## src/rtl/link_pkg.sv

```systemverilog
// link_pkg: shared state encoding, default ACK byte and command
// constants for the inter-FPGA UART command link.
package link_pkg;

    typedef enum logic [2:0] {
        IDLE      = 3'd0,
        START     = 3'd1,
        SENDING   = 3'd2,
        WAIT_RESP = 3'd3,
        RETRY     = 3'd4,
        RESULT    = 3'd5
    } link_state_e;

    localparam logic [7:0] ACK_DEFAULT = 8'h3C;

    localparam logic [3:0] TURN_ON  = 4'h6;
    localparam logic [3:0] TURN_OFF = 4'hD;
    localparam logic [7:0] TOGGLE   = 8'h9D;

endpackage

```

## src/rtl/hamming_7_4_encoder.sv

```systemverilog
// hamming_7_4_encoder: combinational Hamming(7,4) encoder,
// code word laid out as {d3,d2,d1,p3,d0,p2,p1}.
module hamming_7_4_encoder (
    input  logic [3:0] data_i,
    output logic [6:0] code_o
);

    logic p1;
    logic p2;
    logic p3;

    assign p1 = data_i[0] ^ data_i[1] ^ data_i[3];
    assign p2 = data_i[0] ^ data_i[2] ^ data_i[3];
    assign p3 = data_i[1] ^ data_i[2] ^ data_i[3];

    assign code_o = {data_i[3], data_i[2], data_i[1], p3,
                     data_i[0], p2, p1};

endmodule

```

## src/rtl/uart_cmd_link.sv

```systemverilog
// uart_cmd_link: sends one command byte over uart_tx and waits for an ACK,
// retrying on NACK/timeout. Define UART_CMD_LINK_HAMMING_EN to Hamming-encode.
module uart_cmd_link
    import link_pkg::*;
#(
    parameter logic [7:0]  ACK_BYTE         = ACK_DEFAULT,
    parameter int unsigned TIMEOUT_CYCLES   = 48000,
    parameter int unsigned BUSY_WAIT_CYCLES = 64,
    parameter int unsigned MAX_RETRIES      = 3
) (
    input  logic       clk,
    input  logic       reset,
    input  logic       cmd_valid,
    input  logic [7:0] cmd_data,
    output logic       cmd_ready,
    output logic       tx_start,
    output logic [7:0] tx_data,
    input  logic       tx_busy,
    input  logic       rx_done,
    input  logic [7:0] rx_data,
    input  logic       rx_parity_error,
    output logic       done,
    output logic       ok,
    output logic       err_nack,
    output logic       err_timeout,
    output logic       err_tx,
    output logic [3:0] attempts
);

    localparam int TW = $clog2(TIMEOUT_CYCLES + 1);
    localparam int BW = $clog2(BUSY_WAIT_CYCLES + 1);
    localparam logic [TW-1:0] TMO_LAST  = TW'(TIMEOUT_CYCLES - 1);
    localparam logic [BW-1:0] BUSY_LAST = BW'(BUSY_WAIT_CYCLES - 1);
    localparam logic [4:0]    RETRY_LIM = 5'(MAX_RETRIES);

    link_state_e   state_q, state_d;
    logic [4:0]    cnt_q, cnt_d;
    logic [TW-1:0] tmo_q, tmo_d;
    logic [BW-1:0] bsy_q, bsy_d;
    logic          rdy_q, rdy_d;
    logic          start_q, start_d;
    logic [7:0]    txd_q, txd_d;
    logic          done_q, done_d;
    logic          ok_q, ok_d;
    logic          enak_q, enak_d;
    logic          etmo_q, etmo_d;
    logic          etx_q, etx_d;
    logic [3:0]    att_q, att_d;
    logic [7:0]    enc_data;

`ifdef UART_CMD_LINK_HAMMING_EN
    logic [6:0] code;

    hamming_7_4_encoder u_ham (
        .data_i (cmd_data[3:0]),
        .code_o (code)
    );

    assign enc_data = {1'b1, code};
`else
    assign enc_data = cmd_data;
`endif

    always_comb begin
        state_d = state_q;
        cnt_d   = cnt_q;
        tmo_d   = tmo_q;
        bsy_d   = bsy_q;
        rdy_d   = 1'b0;
        start_d = start_q;
        txd_d   = txd_q;
        done_d  = 1'b0;
        ok_d    = ok_q;
        enak_d  = enak_q;
        etmo_d  = etmo_q;
        etx_d   = etx_q;
        unique case (state_q)
            IDLE: begin
                rdy_d = 1'b1;
                if (cmd_valid && rdy_q) begin
                    state_d = START;
                    rdy_d   = 1'b0;
                    start_d = 1'b1;
                    txd_d   = enc_data;
                    cnt_d   = 5'd1;
                    bsy_d   = '0;
                    ok_d    = 1'b0;
                    enak_d  = 1'b0;
                    etmo_d  = 1'b0;
                    etx_d   = 1'b0;
                end
            end
            START: begin
                if (tx_busy) begin
                    state_d = SENDING;
                    start_d = 1'b0;
                end else if (bsy_q == BUSY_LAST) begin
                    state_d = RETRY;
                    start_d = 1'b0;
                    enak_d  = 1'b0;
                    etmo_d  = 1'b0;
                    etx_d   = 1'b1;
                end else begin
                    bsy_d = bsy_q + 1'b1;
                end
            end
            SENDING: begin
                if (!tx_busy) begin
                    state_d = WAIT_RESP;
                    tmo_d   = '0;
                end
            end
            WAIT_RESP: begin
                // A response arriving on the timeout cycle still counts.
                if (rx_done) begin
                    if (rx_data == ACK_BYTE && !rx_parity_error) begin
                        state_d = RESULT;
                        done_d  = 1'b1;
                        ok_d    = 1'b1;
                    end else begin
                        state_d = RETRY;
                        enak_d  = 1'b1;
                        etmo_d  = 1'b0;
                        etx_d   = 1'b0;
                    end
                end else if (tmo_q == TMO_LAST) begin
                    state_d = RETRY;
                    enak_d  = 1'b0;
                    etmo_d  = 1'b1;
                    etx_d   = 1'b0;
                end else begin
                    tmo_d = tmo_q + 1'b1;
                end
            end
            RETRY: begin
                if (cnt_q <= RETRY_LIM) begin
                    state_d = START;
                    start_d = 1'b1;
                    cnt_d   = cnt_q + 1'b1;
                    bsy_d   = '0;
                end else begin
                    state_d = RESULT;
                    done_d  = 1'b1;
                    ok_d    = 1'b0;
                end
            end
            RESULT: begin
                state_d = IDLE;
                rdy_d   = 1'b1;
            end
            default: state_d = IDLE;
        endcase
        att_d = (cnt_d > 5'd15) ? 4'hF : cnt_d[3:0];
    end

    always_ff @(posedge clk) begin
        if (!reset) begin
            state_q <= IDLE;
            cnt_q   <= '0;
            tmo_q   <= '0;
            bsy_q   <= '0;
            rdy_q   <= 1'b0;
            start_q <= 1'b0;
            txd_q   <= '0;
            done_q  <= 1'b0;
            ok_q    <= 1'b0;
            enak_q  <= 1'b0;
            etmo_q  <= 1'b0;
            etx_q   <= 1'b0;
            att_q   <= '0;
        end else begin
            state_q <= state_d;
            cnt_q   <= cnt_d;
            tmo_q   <= tmo_d;
            bsy_q   <= bsy_d;
            rdy_q   <= rdy_d;
            start_q <= start_d;
            txd_q   <= txd_d;
            done_q  <= done_d;
            ok_q    <= ok_d;
            enak_q  <= enak_d;
            etmo_q  <= etmo_d;
            etx_q   <= etx_d;
            att_q   <= att_d;
        end
    end

    assign cmd_ready   = rdy_q;
    assign tx_start    = start_q;
    assign tx_data     = txd_q;
    assign done        = done_q;
    assign ok          = ok_q;
    assign err_nack    = enak_q;
    assign err_timeout = etmo_q;
    assign err_tx      = etx_q;
    assign attempts    = att_q;

endmodule

```

## config.mk

```make
export PLATFORM = sky130hd
export DESIGN_NAME = uart_cmd_link
export DESIGN_NICKNAME = d
export VERILOG_FILES = /design/src/rtl/link_pkg.sv /design/src/rtl/hamming_7_4_encoder.sv /design/src/rtl/uart_cmd_link.sv
export SDC_FILE = /design/constraint.sdc
export NUM_CORES = 1
export LEC_CHECK = 0
export BUFFER_PORTS_ARGS = -buffer_cell sky130_fd_sc_hd__buf_4
export CAP_MARGIN = 20
export CORE_MARGIN = 10
export CORE_UTILIZATION = 60
export DETAILED_ROUTE_END_ITERATION = 10
export PLACE_DENSITY = 0.84
export REMOVE_ABC_BUFFERS = 1
export SLEW_MARGIN = 10
export SYNTH_ARGS = -nofsm -noshare
export SYNTH_HDL_FRONTEND = slang
export SYNTH_SLANG_ARGS = --single-unit
```

## constraint.sdc

```tcl
create_clock -name clk -period 3.21 [get_ports clk]
set_clock_uncertainty 0.05 [all_clocks]
set_input_delay 0.1605 -clock clk [delete_from_list [all_inputs] [get_ports clk]]
set_output_delay 0.1605 -clock clk [all_outputs]
set_load 0.02 [all_outputs]
```

==> impl_metrics.toml, run 1 <==
[die]
ios = 41
die_x_um = 85.1
start_util = 0.626
num_rows = 23
core-area_sq_um = 4060
die_h_um = 85.1
die-area_sq_um = 7240

[outcome]
outcome = "completed"

[clocking]
cts_tree = "built"
clk_pin_slew_ns = 0.09
clk_path_buf_depth = 2
cts.sinks = 50
root_buffer = "clkbuf_8"
cts_buffers = 5
clk_latency_ns = 0.30
htree_levels = 2
post-cts-setup-buffer-count = 0
hold_buffers = 0
cts_resized = 0

[timing]
report.final.setup_viol = 0
worst_pin_slew_ns = 0.673
relSlewSlack = 0.551
max_freq_ghz = 0.406
hold_viol_final = 0
report.final.slew_viol_count = 0
period_needed_ns = 2.46
tns_ns = 0
rsz0062_at_grt = "no"
finalCritPeriodShare = 0.768

[flow_run]
cap_violations = 0

[route]
drt_iter0_markers = 160
via_count = 2201
wirelength_um = 5850
drc_errors = 0
ant_nets = 0
firstDrtPassIters = 4
wl_per_cell_um = 15.6
routed_via_density = 5.85

[logic_synthesis]
synth_top_area_share = 0.394
synth_cell_type_count = 63
syn_inst = 289
ys_dominant_reg_cell = "dfxtp_1"
yosysWarningCount = 0
netlist_top_cells_count = "dfxtp_1, nand2_1, nor2_1"
syn_avg_cell_area_sq_um = 8.79
synth.area.top_cells = "dfxtp_1, nand2_1, xnor2_1, nor2_1, a21oi_1"
synth-edff-count = 0
synth_area_sq_um = 2540
synth_seq_cells = 50
ys_seq_area_frac = 0.394
synth_top_area_cell = "dfxtp_1"
yosysMostFrequentCell = "dfxtp_1"
async_flop_share = 0

[layout]
area.growth.synth_to_final_pct = 15.9
nets = 351
antenna_cells = 0
stdcell_count = 376
drive_above_1_share = 0.236

[power]
p_leak_nw = 1.09
p_int_mw = 1.05
ir_drop_uv = 387
p_sw_mw = 0.615
power_frac_seq = 0.463
powerDensity_nw_per_um2 = 566
clkPwrFrac = 0.212
combPwrFrac = 0.325
switching_share = 0.369

[critical_path]
cp-start-kind = "register"
required_ns = 3.33
path_class = "register to register"
cp.arrival_ns = 2.59
cp-end-kind = "register"
crit_path_max_fanout = 18

[global_routing]
track_usage = 0.163
grt_pass1_wl_um = 10100
grt_pass1_vias = 2172
overflow = 0
antenna_found_initial = 0
grt_max_degree = 20

[placed_design]
dpl.cell_count = 369
hpwl_um = 4400
gp_congestion = 0.837
portBuffers = 40

[min_path]
hp-class = "input pin to register"
-- routing by layer --
metal,up-vias,GRT usage,share of wire
li1,1109,-,-
met1,1039,0.188,0.42
met2,48,0.298,0.53
met3,5,0.0344,0.034
met4,0,0.0374,0.0080
met5,-,0,0
-- stage by stage --
stage	power [mW]	util	setup slack, ns	hold WS [ns]	instance area (sq um)
final	1.67	0.725	0.745	0.0464	2940
after floorplan	1.14	-	0.861	0.228	2470
after global placement	1.30	0.705	0.887	0.357	2860
after global routing	1.77	0.725	0.528	0.0508	2940
after CTS	1.67	0.725	0.786	0.0428	2940
after detailed placement	1.32	0.705	0.802	0.368	2860
-- worst max-delay path, stage by stage (launching register included) --
cell and delay, ns:
dfxtp_1 0.76, nand3b_4 0.20, nor4_4 0.43, buf_4 0.28
a21oi_2 0.10, a211oi_2 0.34, a2111oi_0 0.16
-- final timing paths --
| check | start | to | slack (ns) | cells after the start |
|---|---|---|---|---|
| min reg2reg | bsy_q[6]$_SDFFE_PN0P_ | bsy_q[6]$_SDFFE_PN0P_ | 0.38 | 2 |
| min | cmd_data[2] | tx_data[2]$_SDFFE_PN0P_ | 0.05 | 3 |
| max reg2reg | state_q[0]$_SDFFE_PN0P_ | state_q[1]$_SDFFE_PN0P_ | 0.75 | 6 |
| max | state_q[0]$_SDFFE_PN0P_ | state_q[1]$_SDFFE_PN0P_ | 0.75 | 6 |
-- power groups by stage --
stage | Sequential, mW | Clock (mW) | Combinational (mW)
5_1_grt | 0.783 | 0.385 | 0.598
3_3_place_gp | 0.779 | 0 | 0.525
3_5_place_dp | 0.783 | 0 | 0.536
6_report | 0.771 | 0.353 | 0.542
2_1_floorplan | 0.805 | 0 | 0.339
4_1_cts | 0.771 | 0.359 | 0.543
-- final cells by class --
type,instances,area [sq um]
multi-input combinational,218,1440
fill,336,1110
sequential,50,1000
timing repair buffer,43,323
clock buffer,5,68.8
tap,50,62.6
inverter,8,30.0
clock inverter,2,15.0
-- cell families after synthesis --
family          Yosys count  share of synthesized area
buf+inv                  21                     0.0379
compound gates           61                      0.189
simple gates            133                      0.287
xor+xnor                 14                     0.0483
flops                    50                      0.394
fa+ha+maj                 3                     0.0148
mux                       7                     0.0286
-- placed cells by master, fill, tap and decap left out, types with 3 or more instances in the layout --
cell type and n:
dfxtp_1 50, buf_4 43, nand2_1 38, nor2_1 32, a21oi_1 22, xnor2_1 14, nand3_1 13, inv_1 7
nand4_1 6, o21ai_0 5, nor2b_1 5, and3_1 5, mux2i_1 5, clkbuf_8 5, nand3b_1 4, nor4_1 4
or3b_2 3, and2_1 3, a2111oi_2 3, a211oi_1 3, ha_1 3
-- registers in the layout, indices dropped and copies added (netlist names) --
signal and flops:
tmo_q 16, tx_data 8, bsy_q 7, cnt_q 5, attempts 4, state_q 3
cmd_ready 1, done 1, err_nack 1, err_timeout 1, err_tx 1, ok 1
tx_start 1
Power figures use the tool's default switching activity.
==> run 2: changes to the inputs <==
--- a/config.mk
+++ b/config.mk
@@ -8,9 +8,9 @@
 export BUFFER_PORTS_ARGS = -buffer_cell sky130_fd_sc_hd__buf_4
 export CAP_MARGIN = 20
 export CORE_MARGIN = 10
-export CORE_UTILIZATION = 60
+export CORE_UTILIZATION = 56
 export DETAILED_ROUTE_END_ITERATION = 10
-export PLACE_DENSITY = 0.84
+export PLACE_DENSITY = 0.79
 export REMOVE_ABC_BUFFERS = 1
 export SLEW_MARGIN = 10
 export SYNTH_ARGS = -nofsm -noshare
==> constraint.sdc (replaced) <==
create_clock -name clk -period 2.5 [get_ports clk]
set_clock_uncertainty 0.05 [all_clocks]
set_input_delay 0.125 -clock clk [delete_from_list [all_inputs] [get_ports clk]]
set_output_delay 0.125 -clock clk [all_outputs]
set_load 0.02 [all_outputs]
==> run 2 against run 1 <==
  * Core utilization is 4.1 points lower
  * Clock-buffer cell count is 1 higher
  * Register-to-register slack worse by 0.49 ns
  * Critical endpoint is now err_timeout$_SDFFE_PN0P_
  * Combinational power is 45% higher
  * Wire length is 0.29% higher
  * Non-clock buffer count is 5 higher
  * Die area is 5.4% higher
  * Critical path type unchanged
==> impl_metrics.toml, run 2 (synthesized netlist as in run 1, its figures left out) <==
[global_routing]
track_usage = 0.157
grt_pass1_vias = 2259
grt_pass1_wl_um = 10000
grt_max_degree = 19
overflow = 0
antenna_found_initial = 0

[critical_path]
cp-end-kind = "register"
crit_path_max_fanout = 4
path_class = "register to register"
cp.arrival_ns = 2.39
required_ns = 2.64
r2r_slack_ns = 0.26
r2r_cells = 6
cp-start-kind = "register"

[timing]
relSlewSlack = 0.572
worst_pin_slew_ns = 0.633
hold_viol_final = 0
finalCritPeriodShare = 0.897
rsz0062_at_grt = "no"
tns_ns = 0
report.final.setup_viol = 0
max_freq_ghz = 0.446
period_needed_ns = 2.24
report.final.slew_viol_count = 0

[clocking]
cts_resized = 0
htree_levels = 2
cts_buffers = 5
clk_latency_ns = 0.31
post-cts-setup-buffer-count = 0
cts_tree = "built"
root_buffer = "clkbuf_8"
clk_path_buf_depth = 2
cts.sinks = 50
hold_buffers = 0
clk_pin_slew_ns = 0.10

[placed_design]
gp_congestion = 0.869
hpwl_um = 4570
portBuffers = 40

[die]
num_rows = 24
die_h_um = 87.3
die_x_um = 87.3
die-area_sq_um = 7630
core-area_sq_um = 4380
start_util = 0.579
ios = 41

[route]
drc_errors = 0
ant_nets = 0
wirelength_um = 5870
routed_via_density = 5.67
drt_iter0_markers = 126
via_count = 2177
wl_per_cell_um = 15.3
firstDrtPassIters = 4

[layout]
final_common_cell = "dfxtp_1"
final_cell_mix = "dfxtp_1, buf_4, nand2_1"
largest_register_ffs = 16
fillers = 378
area.growth.synth_to_final_pct = 18.1
nets = 356
regMostFlops = "tmo_q"
drive_above_1_share = 0.250
antenna_cells = 0

[flow_run]
cap_violations = 0

[power]
ir_drop_uv = 511
p_leak_nw = 1.14
powerDensity_nw_per_um2 = 741
p_total_mw = 2.22

[outcome]
outcome = "completed"

[min_path]
hp-class = "input pin to register"
holdPathStages = 3
==> run 2: cell types whose count changed in the layout (fill, tap and decap cells not counted) <==
cell,before,now
buf_4,43,48
clkbuf_8,5,6
clkinv_4,0,2
clkinvlp_4,2,0
==> run 2: metrics by stage <==
step           hold slack (ns)  instance area [sq um]  setup slack, ns  cells  utilization
2_1_floorplan            0.193                   2470            0.151    276            -
6_report               0.00688                   3000            0.257    384        0.684
3_3_place_gp             0.324                   2900            0.504    376        0.661
5_1_grt                 0.0108                   3000           0.0741    384        0.684
3_5_place_dp             0.337                   2900            0.343    376        0.661
4_1_cts                0.00355                   3000            0.295    384        0.684
==> run 2: layout make-up <==
class	count	area, sq um	share of cell area
Inverter	8	30.0	0.0100
Tap cell	52	65.1	0.0217
Sequential cell	50	1000	0.334
Clock buffer	6	82.6	0.0275
Multi-Input combinational cell	218	1440	0.481
Timing Repair Buffer	48	360	0.120
Clock inverter	2	17.5	0.00584
==> run 2: worst paths after layout <==
check	startpoint	end
worst max-delay path	bsy_q[0]$_SDFFE_PN0P_	err_timeout$_SDFFE_PN0P_
worst min-delay path	cmd_data[1]	tx_data[1]$_SDFFE_PN0P_
worst max register to register	bsy_q[0]$_SDFFE_PN0P_	err_timeout$_SDFFE_PN0P_
worst min register to register	bsy_q[6]$_SDFFE_PN0P_	bsy_q[6]$_SDFFE_PN0P_
==> run 2: worst max-delay path, cell delays in order, from the launching register on <==
cell      delay (ns)
dfxtp_1         0.38
ha_1            0.22
nand4_1         0.18
o21ai_0         0.24
nor4b_1         0.56
o21ai_2         0.19
a221oi_1        0.32
==> run 2: report_power, final <==
group          switching [mW]  internal (mW)
Combinational           0.473          0.313
Sequential             0.0651          0.870
Clock                   0.273          0.228
==> run 2: metal layers <==
metal	routed length (um)	track usage	vias up
met3	229	0.0375	6
met1	2400	0.175	1027
met4	63	0.0464	0
met2	3170	0.284	30
met5	0	0	-
li1	-	-	1114
